File: config.mk
export PLATFORM = sky130hd
export DESIGN_NAME = pipeline_hazard_ctrl
export DESIGN_NICKNAME = d
export VERILOG_FILES = /design/src/rtl/pipeline_hazard_ctrl.sv
export SDC_FILE = /design/constraint.sdc
export NUM_CORES = 1
export LEC_CHECK = 0
export BUFFER_PORTS_ARGS = -buffer_cell sky130_fd_sc_hd__clkbuf_2
export CAP_MARGIN = 20
export CORE_MARGIN = 1
export CORE_UTILIZATION = 55
export DETAILED_ROUTE_END_ITERATION = 10
export PLACE_DENSITY_LB_ADDON = 0.2
export SLEW_MARGIN = 40
export SYNTH_ARGS = -nofsm -noshare
export SYNTH_HDL_FRONTEND = slang
export SYNTH_SLANG_ARGS = --single-unit
File: constraint.sdc
create_clock -name clk -period 3.8 [get_ports clk]
set_input_delay 0.57 -clock clk [delete_from_list [all_inputs] [get_ports clk]]
set_output_delay 0.57 -clock clk [all_outputs]
set_load 0.1 [all_outputs]
File: src/rtl/pipeline_hazard_ctrl.sv
// Hazard/sequencing controller for a 5-stage pipeline: load-use stalls,
// multi-cycle taken-branch flushes, memory-wait freeze, timeout flag and event counters.
module pipeline_hazard_ctrl #(
  parameter int unsigned REG_ADDR_W   = 5,
  parameter int unsigned FLUSH_CYCLES = 1,
  parameter int unsigned MEM_TIMEOUT  = 64,
  parameter int unsigned CNT_W        = 32
) (
  input  logic                  clk,
  input  logic                  rst_n,
  input  logic [REG_ADDR_W-1:0] id_rs1_i,
  input  logic [REG_ADDR_W-1:0] id_rs2_i,
  input  logic                  id_uses_rs1_i,
  input  logic                  id_uses_rs2_i,
  input  logic                  ex_mem_read_i,
  input  logic [REG_ADDR_W-1:0] ex_rd_i,
  input  logic                  ex_branch_taken_i,
  input  logic                  mem_req_i,
  input  logic                  mem_ready_i,
  output logic                  pc_write_o,
  output logic                  ifid_write_o,
  output logic                  idex_write_o,
  output logic                  exmem_write_o,
  output logic                  memwb_write_o,
  output logic                  ifid_flush_o,
  output logic                  idex_flush_o,
  output logic                  stall_o,
  output logic                  flush_o,
  output logic                  mem_err_o,
  output logic [CNT_W-1:0]      stall_count_o,
  output logic [CNT_W-1:0]      flush_count_o
);

  localparam int unsigned FCNT_W = (FLUSH_CYCLES > 1) ? $clog2(FLUSH_CYCLES) : 1;
  localparam int unsigned WCNT_W = $clog2(MEM_TIMEOUT + 1);
  localparam logic [FCNT_W-1:0] FLUSH_LOAD = FCNT_W'(FLUSH_CYCLES - 1);
  localparam logic [WCNT_W-1:0] WCNT_MAX   = WCNT_W'(MEM_TIMEOUT);
  localparam logic [CNT_W-1:0]  CNT_MAX    = '1;

  typedef enum logic [0:0] {ST_RUN, ST_FLUSH} state_e;

  state_e              state_q, state_d;
  logic [FCNT_W-1:0]   fcnt_q, fcnt_d;
  logic [WCNT_W-1:0]   wcnt_q, wcnt_d;
  logic                mem_err_q, mem_err_d;
  logic [CNT_W-1:0]    stall_cnt_q, stall_cnt_d;
  logic [CNT_W-1:0]    flush_cnt_q, flush_cnt_d;

  logic freeze, lu, fl;

  // Hazard decode, FSM next state and same-cycle pipeline controls
  always_comb begin
    state_d       = state_q;
    fcnt_d        = fcnt_q;
    pc_write_o    = 1'b0;
    ifid_write_o  = 1'b0;
    idex_write_o  = 1'b0;
    exmem_write_o = 1'b0;
    memwb_write_o = 1'b0;
    ifid_flush_o  = 1'b0;
    idex_flush_o  = 1'b0;
    stall_o       = 1'b0;
    flush_o       = 1'b0;

    freeze = mem_req_i & ~mem_ready_i;
    lu     = ex_mem_read_i & (ex_rd_i != '0) &
             ((id_uses_rs1_i & (id_rs1_i == ex_rd_i)) |
              (id_uses_rs2_i & (id_rs2_i == ex_rd_i)));
    fl     = ex_branch_taken_i | (state_q == ST_FLUSH);

    if (rst_n) begin
      if (freeze) begin
        stall_o = 1'b1;
      end else if (fl) begin
        pc_write_o    = 1'b1;
        ifid_write_o  = 1'b1;
        idex_write_o  = 1'b1;
        exmem_write_o = 1'b1;
        memwb_write_o = 1'b1;
        ifid_flush_o  = 1'b1;
        idex_flush_o  = 1'b1;
        flush_o       = 1'b1;
      end else if (lu) begin
        idex_write_o  = 1'b1;
        exmem_write_o = 1'b1;
        memwb_write_o = 1'b1;
        idex_flush_o  = 1'b1;
        stall_o       = 1'b1;
      end else begin
        pc_write_o    = 1'b1;
        ifid_write_o  = 1'b1;
        idex_write_o  = 1'b1;
        exmem_write_o = 1'b1;
        memwb_write_o = 1'b1;
      end
    end

    // Flush countdown only advances on non-frozen cycles; a new taken branch restarts it
    if (!freeze) begin
      if (ex_branch_taken_i) begin
        if (FLUSH_CYCLES > 1) begin
          state_d = ST_FLUSH;
          fcnt_d  = FLUSH_LOAD;
        end
      end else if (state_q == ST_FLUSH) begin
        fcnt_d = fcnt_q - FCNT_W'(1);
        if (fcnt_q == FCNT_W'(1)) begin
          state_d = ST_RUN;
        end
      end
    end
  end

  // Memory wait timeout and saturating event counters
  always_comb begin
    wcnt_d      = '0;
    mem_err_d   = mem_err_q;
    stall_cnt_d = stall_cnt_q;
    flush_cnt_d = flush_cnt_q;
    if (freeze) begin
      wcnt_d = (wcnt_q == WCNT_MAX) ? wcnt_q : wcnt_q + WCNT_W'(1);
      if (wcnt_d == WCNT_MAX) begin
        mem_err_d = 1'b1;
      end
    end
    if (stall_o && (stall_cnt_q != CNT_MAX)) begin
      stall_cnt_d = stall_cnt_q + CNT_W'(1);
    end
    if (flush_o && (flush_cnt_q != CNT_MAX)) begin
      flush_cnt_d = flush_cnt_q + CNT_W'(1);
    end
  end

  always_ff @(posedge clk or negedge rst_n) begin
    if (!rst_n) begin
      state_q     <= ST_RUN;
      fcnt_q      <= '0;
      wcnt_q      <= '0;
      mem_err_q   <= 1'b0;
      stall_cnt_q <= '0;
      flush_cnt_q <= '0;
    end else begin
      state_q     <= state_d;
      fcnt_q      <= fcnt_d;
      wcnt_q      <= wcnt_d;
      mem_err_q   <= mem_err_d;
      stall_cnt_q <= stall_cnt_d;
      flush_cnt_q <= flush_cnt_d;
    end
  end

  assign mem_err_o     = mem_err_q;
  assign stall_count_o = stall_cnt_q;
  assign flush_count_o = flush_cnt_q;

endmodule
# Word-level counts from Yosys, hierarchy flattened
# Cells that the tools add are included.
# totals
reg_bits	74
input_bits	23
# classes
n_addsub	4
eq_ne	6
muxes	20
bitwise_logic	10
n_reduce_logical	6
# op_table
operator	n
adder 32 x 1 -> 32 bit, second input constant	2
!= test 32 bit, second input constant	2
two-way mux 1 bit	18
== test 7 bit, second input constant	2
two-way mux 7 bit	2
== test 5 bit	2
adder 7 x 1 -> 7 bit, second input constant	1
bitwise AND 1 bit	5
nonzero test 5 bit	1
AND reduction 2 bit	2
NOT 1 bit	3
AND reduction 3 bit	1
logical AND 1 bit	2
bitwise OR 1 bit	2
subtractor 1 bit, second input constant	1

# Logic depth before layout (Yosys ltp)
# Gate-level depths: netlist (run 1).
# depth
word_depth	9
depth_mapped	9

# Worst setup path before layout (run 1)
# OpenSTA, ideal clock, no wires.
# synth_timing
path_kind	input port to output port
start	input ex_rd_i[1]
end	output pc_write_o
arrival_ns	3.405
t_required_ns	3.230
path_slack_ns	-0.175
cell_stages	4
cell_sequence	or4_1 -> o21a_1 -> a31oi_1 -> buf_4
# synth_between
elab_chain_len	8
elab_cells_between_ends	12
cone_classes	eq/ne (2); mux (4); bitwise (5); reduce/logical (1)
# synth_lines
element	line	rtl
from (decl)	16	input logic [REG_ADDR_W-1:0] ex_rd_i,
== test 5 bit, on equally long branches	67, 68	
bitwise AND 1 bit, on equally long branches	67, 68	
bitwise OR 1 bit	67	((id_uses_rs1_i & (id_rs1_i == ex_rd_i)) |
bitwise AND 1 bit (*)	66	lu = ex_mem_read_i & (ex_rd_i != '0) &
two-way mux 1 bit (*) (4 in a row)	-	
to (decl)	20	output logic pc_write_o,
# Mark *: on every way between the ends. The rest lies on a longest branch, timed or not.

# Final worst setup path (run 1)
# layout_timing
start	input ex_rd_i[1]
end	output stall_o
# layout_between
elab_chain_len	8
elab_cells_between_ends	12
cone_classes	eq/ne (2); mux (4); bitwise (5); reduce/logical (1)
# layout_lines
element	line	rtl
== test 5 bit, on equally long branches	67, 68	
bitwise AND 1 bit, on equally long branches	67, 68	
bitwise OR 1 bit	67	
bitwise AND 1 bit (*)	66	
two-way mux 1 bit (*)	83	end else if (lu) begin
two-way mux 1 bit (*)	74	end else if (fl) begin
two-way mux 1 bit (*)	72	if (freeze) begin
two-way mux 1 bit (*)	71	if (rst_n) begin
to (decl)	27	output logic stall_o,
# Marked as above.

==> qor.yml, run 1 <==
status: "finished with violations"
violations: "DRC"
setup_ws_ns: 0.907
io_buffers: 96
crit_fanout: 12
pwr-share-comb: 0.270
drtIter0Drc: 105
layout_common_cells: "clkbuf_2, dfrtp_1, nand2_1, xor2_1, xnor2_1"
cts_buffers: 9
pre_cts_ws_ns: 0.916
fmax_mhz: 346
netSwitchingFraction: 0.385
power.density_nw_per_um2: 490
synth.distinct_cells: 41
fin_skew_ns: 0.00980
grt_max_degree: 30
maxSlewViolCount: 0
r2r-end: "stall_count_o[1]"
start_util: 0.581
worst_slew_pin_slew_ns: 0.759
crit_arrival_ns: 2.32
timing.reg2reg.setup_slack_ns: 1.24
route.detailed.drc: 5
die_y_um: 84.8
synth-async-reset-ratio: 1.00
routedWlPerCell_um: 14.8
cts_tree: "yes"
post-dp-hpwl_mm: 6.02
min_period_over_period: 0.761
core_um2: 6490
antenna_found_initial: 0
maxCapViolations: 0
hp-class: "in -> async"
area.growth.synth_to_final_pct: 20.6
layout_commonest_cell: "clkbuf_2"
finalSetupViolations: 0
die_w_um: 84.8
first_pass_iters: 8
rr_startpoint: "stall_count_o[0]"
worstSetupPathType: "in -> out"
ctsHoldBuffers: 0
pin_count: 97
cts_root_buf: "clkbuf_8"
p_seq_frac: 0.406
finalSetupTns_ns: 0
clkLatencyLatePin_ns: 0.35
grt_first_pass_wirelength_mm: 13.9
grt.overflow.total: 0
via_per_inst: 5.48
syn_avg_cell_area_um2: 10.1
final_nets: 501
ctsResizeCount: 0
design.die.area_um2: 7200
rsz0062_at_grt: "false"
wl_mm: 8.21
num_antenna_cells: 0
ir_worst_vdd_uv: 211
power_w: 0.00223
drtAntennaViolNets: 0
cts_sinks: 74
required_ns: 3.23
synth_edf_count: 0
drive_gt1_frac: 0.271
synth_seq_cells: 74
gp_congestion: 0.907
holdWs_ns: 0.125
gr-usage-all-layers: 0.246
clock_path_buffers: 2
fp-row-count: 29
p_int_w: 0.00137
p_leak_nw: 2.37
r2r.worst_path.cells: 6
synthesis.area_um2: 3770
startpoint_type: "input pin"
post_cts_buffers: 0
grt_pass1_vias: 3051
vias: 3046
htree_num_levels: 3
synth_cells: 373
synth_warnings: 0
fin_crit_ns: 2.89
clock_power_share: 0.324
synthFlopType: "dfrtp_1"
slew-limit-headroom: 0.493
netSwitchingPower_w: 0.000858
seq_area_frac_synth: 0.491
hold_viol: 0
syn-num-nets: 400
path_clk_slew_ns: 0.08
critPathCaptureType: "output port"
area by class of cell:
cell class / count / area, um2
fill: 497 / 1940
tap: 77 / 96.3
multi-input combinational: 280 / 1830
timing repair buffer: 99 / 505
clock inverter: 6 / 105
clock buffer: 10 / 128
inverter: 10 / 37.5
sequential: 74 / 1850
how the worst max path moves through the flow:
stage	start	to	slack [ns]
finish	ex_rd_i[1]	stall_o	0.91
global route	ex_rd_i[1]	stall_o	0.81
CTS	ex_rd_i[1]	stall_o	0.92
detailed placement	ex_rd_i[1]	stall_o	0.92
global placement	ex_rd_i[1]	stall_o	0.97
floorplan	ex_rd_i[1]	pc_write_o	0.46
cells in the mapped netlist (all sizes together), types with 8 or more instances:
master | instances | area (um2)
nand2 | 44 | 165
dfrtp | 74 | 1850
nor3 | 22 | 110
xor2 | 42 | 368
nand4 | 17 | 106
nor2 | 37 | 144
buf | 8 | 61.3
inv | 10 | 37.5
nand3 | 24 | 120
and3 | 9 | 56.3
xnor2 | 36 | 315
state kept, by name, summed over array words and instances (netlist names):
| name | flops |
|---|---|
| flush_count_o | 32 |
| stall_count_o | 32 |
| wcnt_q | 7 |
| fcnt_q | 1 |
| mem_err_o | 1 |
| state_q | 1 |
critical path, stage by stage:
cell      delay (ns)
clkbuf_2        0.11
or4_1           0.54
o21ai_0         0.21
o21ai_0         0.18
nand2_1         0.11
buf_4           0.18
inv_1           0.06
clkbuf_2        0.36
stage by stage:
step | cells | util | instance area, um2
detailed placement | 540 | 0.665 | 4320
global placement | 540 | 0.665 | 4320
finish | 556 | 0.701 | 4550
floorplan | 373 | - | 3780
CTS | 556 | 0.701 | 4550
global route | 556 | 0.701 | 4550
power by group through the flow:
stage / Clock (W) / Combinational [W] / Sequential [W]
CTS: 0.000729 / 0.000605 / 0.000904
floorplan: 0 / 0.000146 / 0.00126
global placement: 0 / 0.000596 / 0.000917
finish: 0.000723 / 0.000601 / 0.000905
detailed placement: 0 / 0.000603 / 0.000918
global route: 0.000767 / 0.000632 / 0.000915
logic make-up after synthesis:
group	synth area share
simple gates	0.260
mux	0.00597
buf+inv	0.0272
flops	0.491
fa+ha+maj	0.0133
compound gates	0.0225
xor+xnor	0.181
per-layer routing:
metal  track usage  wire length (um)  part of all wire  vias up
li1              -                 -                 -     1471
met1         0.305              3550              0.43     1494
met2         0.424              4200              0.51       70
met3        0.0457               343             0.042       11
met4         0.108               119             0.014        0
met5             0                 0                 0        -
Power figures use the tool's default switching activity.
==> run 2: changes to the inputs <==
--- a/config.mk
+++ b/config.mk
@@ -5,10 +5,11 @@
 export SDC_FILE = /design/constraint.sdc
 export NUM_CORES = 1
 export LEC_CHECK = 0
+export ABC_AREA = 1
 export BUFFER_PORTS_ARGS = -buffer_cell sky130_fd_sc_hd__clkbuf_2
 export CAP_MARGIN = 20
 export CORE_MARGIN = 1
-export CORE_UTILIZATION = 55
+export CORE_UTILIZATION = 51
 export DETAILED_ROUTE_END_ITERATION = 10
 export PLACE_DENSITY_LB_ADDON = 0.2
 export SLEW_MARGIN = 40
==> constraint.sdc (replaced) <==
create_clock -name clk -period 2.32 [get_ports clk]
set_input_delay 0.348 -clock clk [delete_from_list [all_inputs] [get_ports clk]]
set_output_delay 0.348 -clock clk [all_outputs]
set_load 0.1 [all_outputs]
==> qor.yml, run 2 <==
status: "complete, no violations"
first_pass_iters: 5  # -3
grt_max_degree: 122  # +310%
power_w: 0.00373  # +67%
fmax_mhz: 480
nFillCells: 891  # +79%
area.growth.synth_to_final_pct: 18.3
critPathCaptureType: "output port"
pin_count: 97  # unchanged
r2r-end: "flush_count_o[8]"
slew-limit-headroom: 0.603  # +0.110
synthesis.area_um2: 4990  # +32%
synthFlopType: "dfrtp_1"
timing.reg2reg.setup_slack_ns: 0.26  # -0.98 ns
core_um2: 9370  # +44%
vias: 5052  # +66%
hold_viol: 0  # unchanged
cpPeakStageDelay_ns: 0.39  # -0.15 ns
worstSetupPathType: "reg -> out"
synth_seq_cells: 74  # unchanged
syn_avg_cell_area_um2: 6.68  # -34%
synth_edf_count: 0  # unchanged
synth_top_area_frac: 0.371  # -0.119
fp-row-count: 35  # +21%
p_leak_nw: 3.01  # +27%
crit_family: "simple AND/OR/NAND/NOR gates"
die_w_um: 101  # +19%
finalSetupTns_ns: 0  # unchanged
cts_buffers: 9  # unchanged
cts_root_buf: "clkbuf_8"
finalSetupViolations: 0  # unchanged
route.detailed.drc: 0  # -5
cts_sinks: 74  # unchanged
clock_path_buffers: 2  # unchanged
synth_warnings: 0  # unchanged
post_cts_buffers: 0  # unchanged
required_ns: 1.97  # -1.26 ns
grt_pass1_vias: 4845  # +59%
layout_common_cells: "nand2_1, nor2_1, clkbuf_2, inv_1, dfrtp_1"
start_util: 0.532  # -0.0492
clock_power_share: 0.241  # -0.083
htree_num_levels: 3  # unchanged
synth.distinct_cells: 30  # -27%
hp-class: "in -> async"
power.density_nw_per_um2: 633  # +29%
ctsResizeCount: 0  # unchanged
netSwitchingFraction: 0.460  # +0.0754
clkLatencyLatePin_ns: 0.36  # about the same
die_y_um: 101  # +19%
antenna_found_initial: 0  # unchanged
pwr-share-comb: 0.351  # +0.081
fin_skew_ns: 0.0121  # +0.00231 ns
layout_commonest_cell: "nand2_1"
synth_most_common_cell: "nand2_1"
gr-usage-all-layers: 0.265  # +0.0193
drtAntennaViolNets: 0  # unchanged
grt_first_pass_wirelength_mm: 21.7  # +56%
via_per_inst: 5.19  # -5.3%
final_nets: 867  # +73%
seq_area_frac_synth: 0.371  # -0.119
crit_chain: "nor2_1, nand3_1, nand2_1, clkinvlp_4, buf_12"
register_area_um2: 1860  # +0.27%
crit_arrival_ns: 1.73  # -0.59 ns
io_buffers: 96  # unchanged
p_seq_frac: 0.407  # about the same
multi_input_area_um2: 2660  # +46%
synth_cells: 746  # +100%
netSwitchingPower_w: 0.00172  # +100%
routedWlPerCell_um: 12.8  # -13%
design.die.area_um2: 10200  # +41%
syn-num-nets: 773  # +93%
drive_gt1_frac: 0.175  # -0.0963
crit_buf_inv: 2  # -2
synth-async-reset-ratio: 1.00  # unchanged
ys_top_cells_by_count: "nand2_1, nor2_1, inv_1"
pre_cts_ws_ns: 0.270  # -0.646 ns
maxSlewViolCount: 0  # unchanged
gp_congestion: 0.890  # -1.8%
num_antenna_cells: 0  # unchanged
ctsHoldBuffers: 0  # unchanged
fin_crit_ns: 2.08
rsz0062_at_grt: "false"
r2r.worst_path.cells: 12  # +6
rr_startpoint: "flush_count_o[0]"
post-dp-hpwl_mm: 9.51  # +58%
wl_mm: 12.5  # +52%
worst_slew_pin_slew_ns: 0.591  # -0.167 ns
p_int_w: 0.00201  # +47%
cts_tree: "yes"
setup_ws_ns: 0.237  # -0.670 ns
path_clk_slew_ns: 0.09  # about the same
crit_slowest_cell: "dfrtp_1"
drtIter0Drc: 219  # +110%
synth_largest_area_cell: "dfrtp_1"
maxCapViolations: 0  # unchanged
startpoint_type: "flip-flop"
grt.overflow.total: 0  # unchanged
synth_area_leaders: "dfrtp_1, nand2_1, nor2_1"
crit_fanout: 3  # -9
ir_worst_vdd_uv: 533  # +150%
min_period_over_period: 0.898
## run 2: cell families after synthesis
group                      Yosys count  share of synthesized area
and+or+nand+nor                    491                      0.422
buffers and inverters              115                     0.0996
DFF                                 74                      0.371
xor gates and xnor gates            41                     0.0720
AOI/OAI and AO/OA                   21                     0.0246
adders and majority gates            4                     0.0100
## run 2: per-stage QoR
| stage | instance area (um2) | std cells | hold WS [ns] | util |
|---|---|---|---|---|
| after floorplan | 5020 | 746 | 0.0524 | - |
| after detailed placement | 5730 | 958 | 0.460 | 0.612 |
| after global routing | 5900 | 974 | 0.0815 | 0.629 |
| final | 5900 | 974 | 0.0302 | 0.629 |
| after CTS | 5900 | 974 | 0.0805 | 0.629 |
| after global placement | 5730 | 958 | 0.455 | 0.612 |
## run 2: worst max path at each step
stage,from,to,depth (start not counted)
floorplan,mem_req_i,ifid_flush_o,6
global placement,flush_count_o[0],flush_count_o[2],13
detailed placement,flush_count_o[0],flush_count_o[8],12
CTS,state_q,pc_write_o,5
global route,flush_count_o[0],flush_count_o[9],13
finish,state_q,pc_write_o,5
## run 2: cell type report
class / instances / area share
Multi-Input combinational cell: 557 / 0.451
Sequential cell: 74 / 0.315
Timing Repair Buffer: 106 / 0.120
Inverter: 92 / 0.0592
Tap cell: 129 / 0.0274
Clock buffer: 11 / 0.0223
Clock inverter: 5 / 0.00552
## run 2: layer usage
metal  global-route usage  vias up  part of all wire
li1                     -     2531                 -
met1                0.341     2369              0.45
met5                    0        -                 0
met4               0.0858        0             0.019
met3               0.0465       21             0.041
met2                0.454      131              0.49
## run 2: power by group through the flow
stage | clock network [W] | registers (W) | logic, W
final | 0.000900 | 0.00152 | 0.00131
after detailed placement | 0 | 0.00154 | 0.00131
after CTS | 0.000914 | 0.00152 | 0.00132
after global routing | 0.000972 | 0.00153 | 0.00139
after floorplan | 0 | 0.00221 | 0.000373
after global placement | 0 | 0.00154 | 0.00130
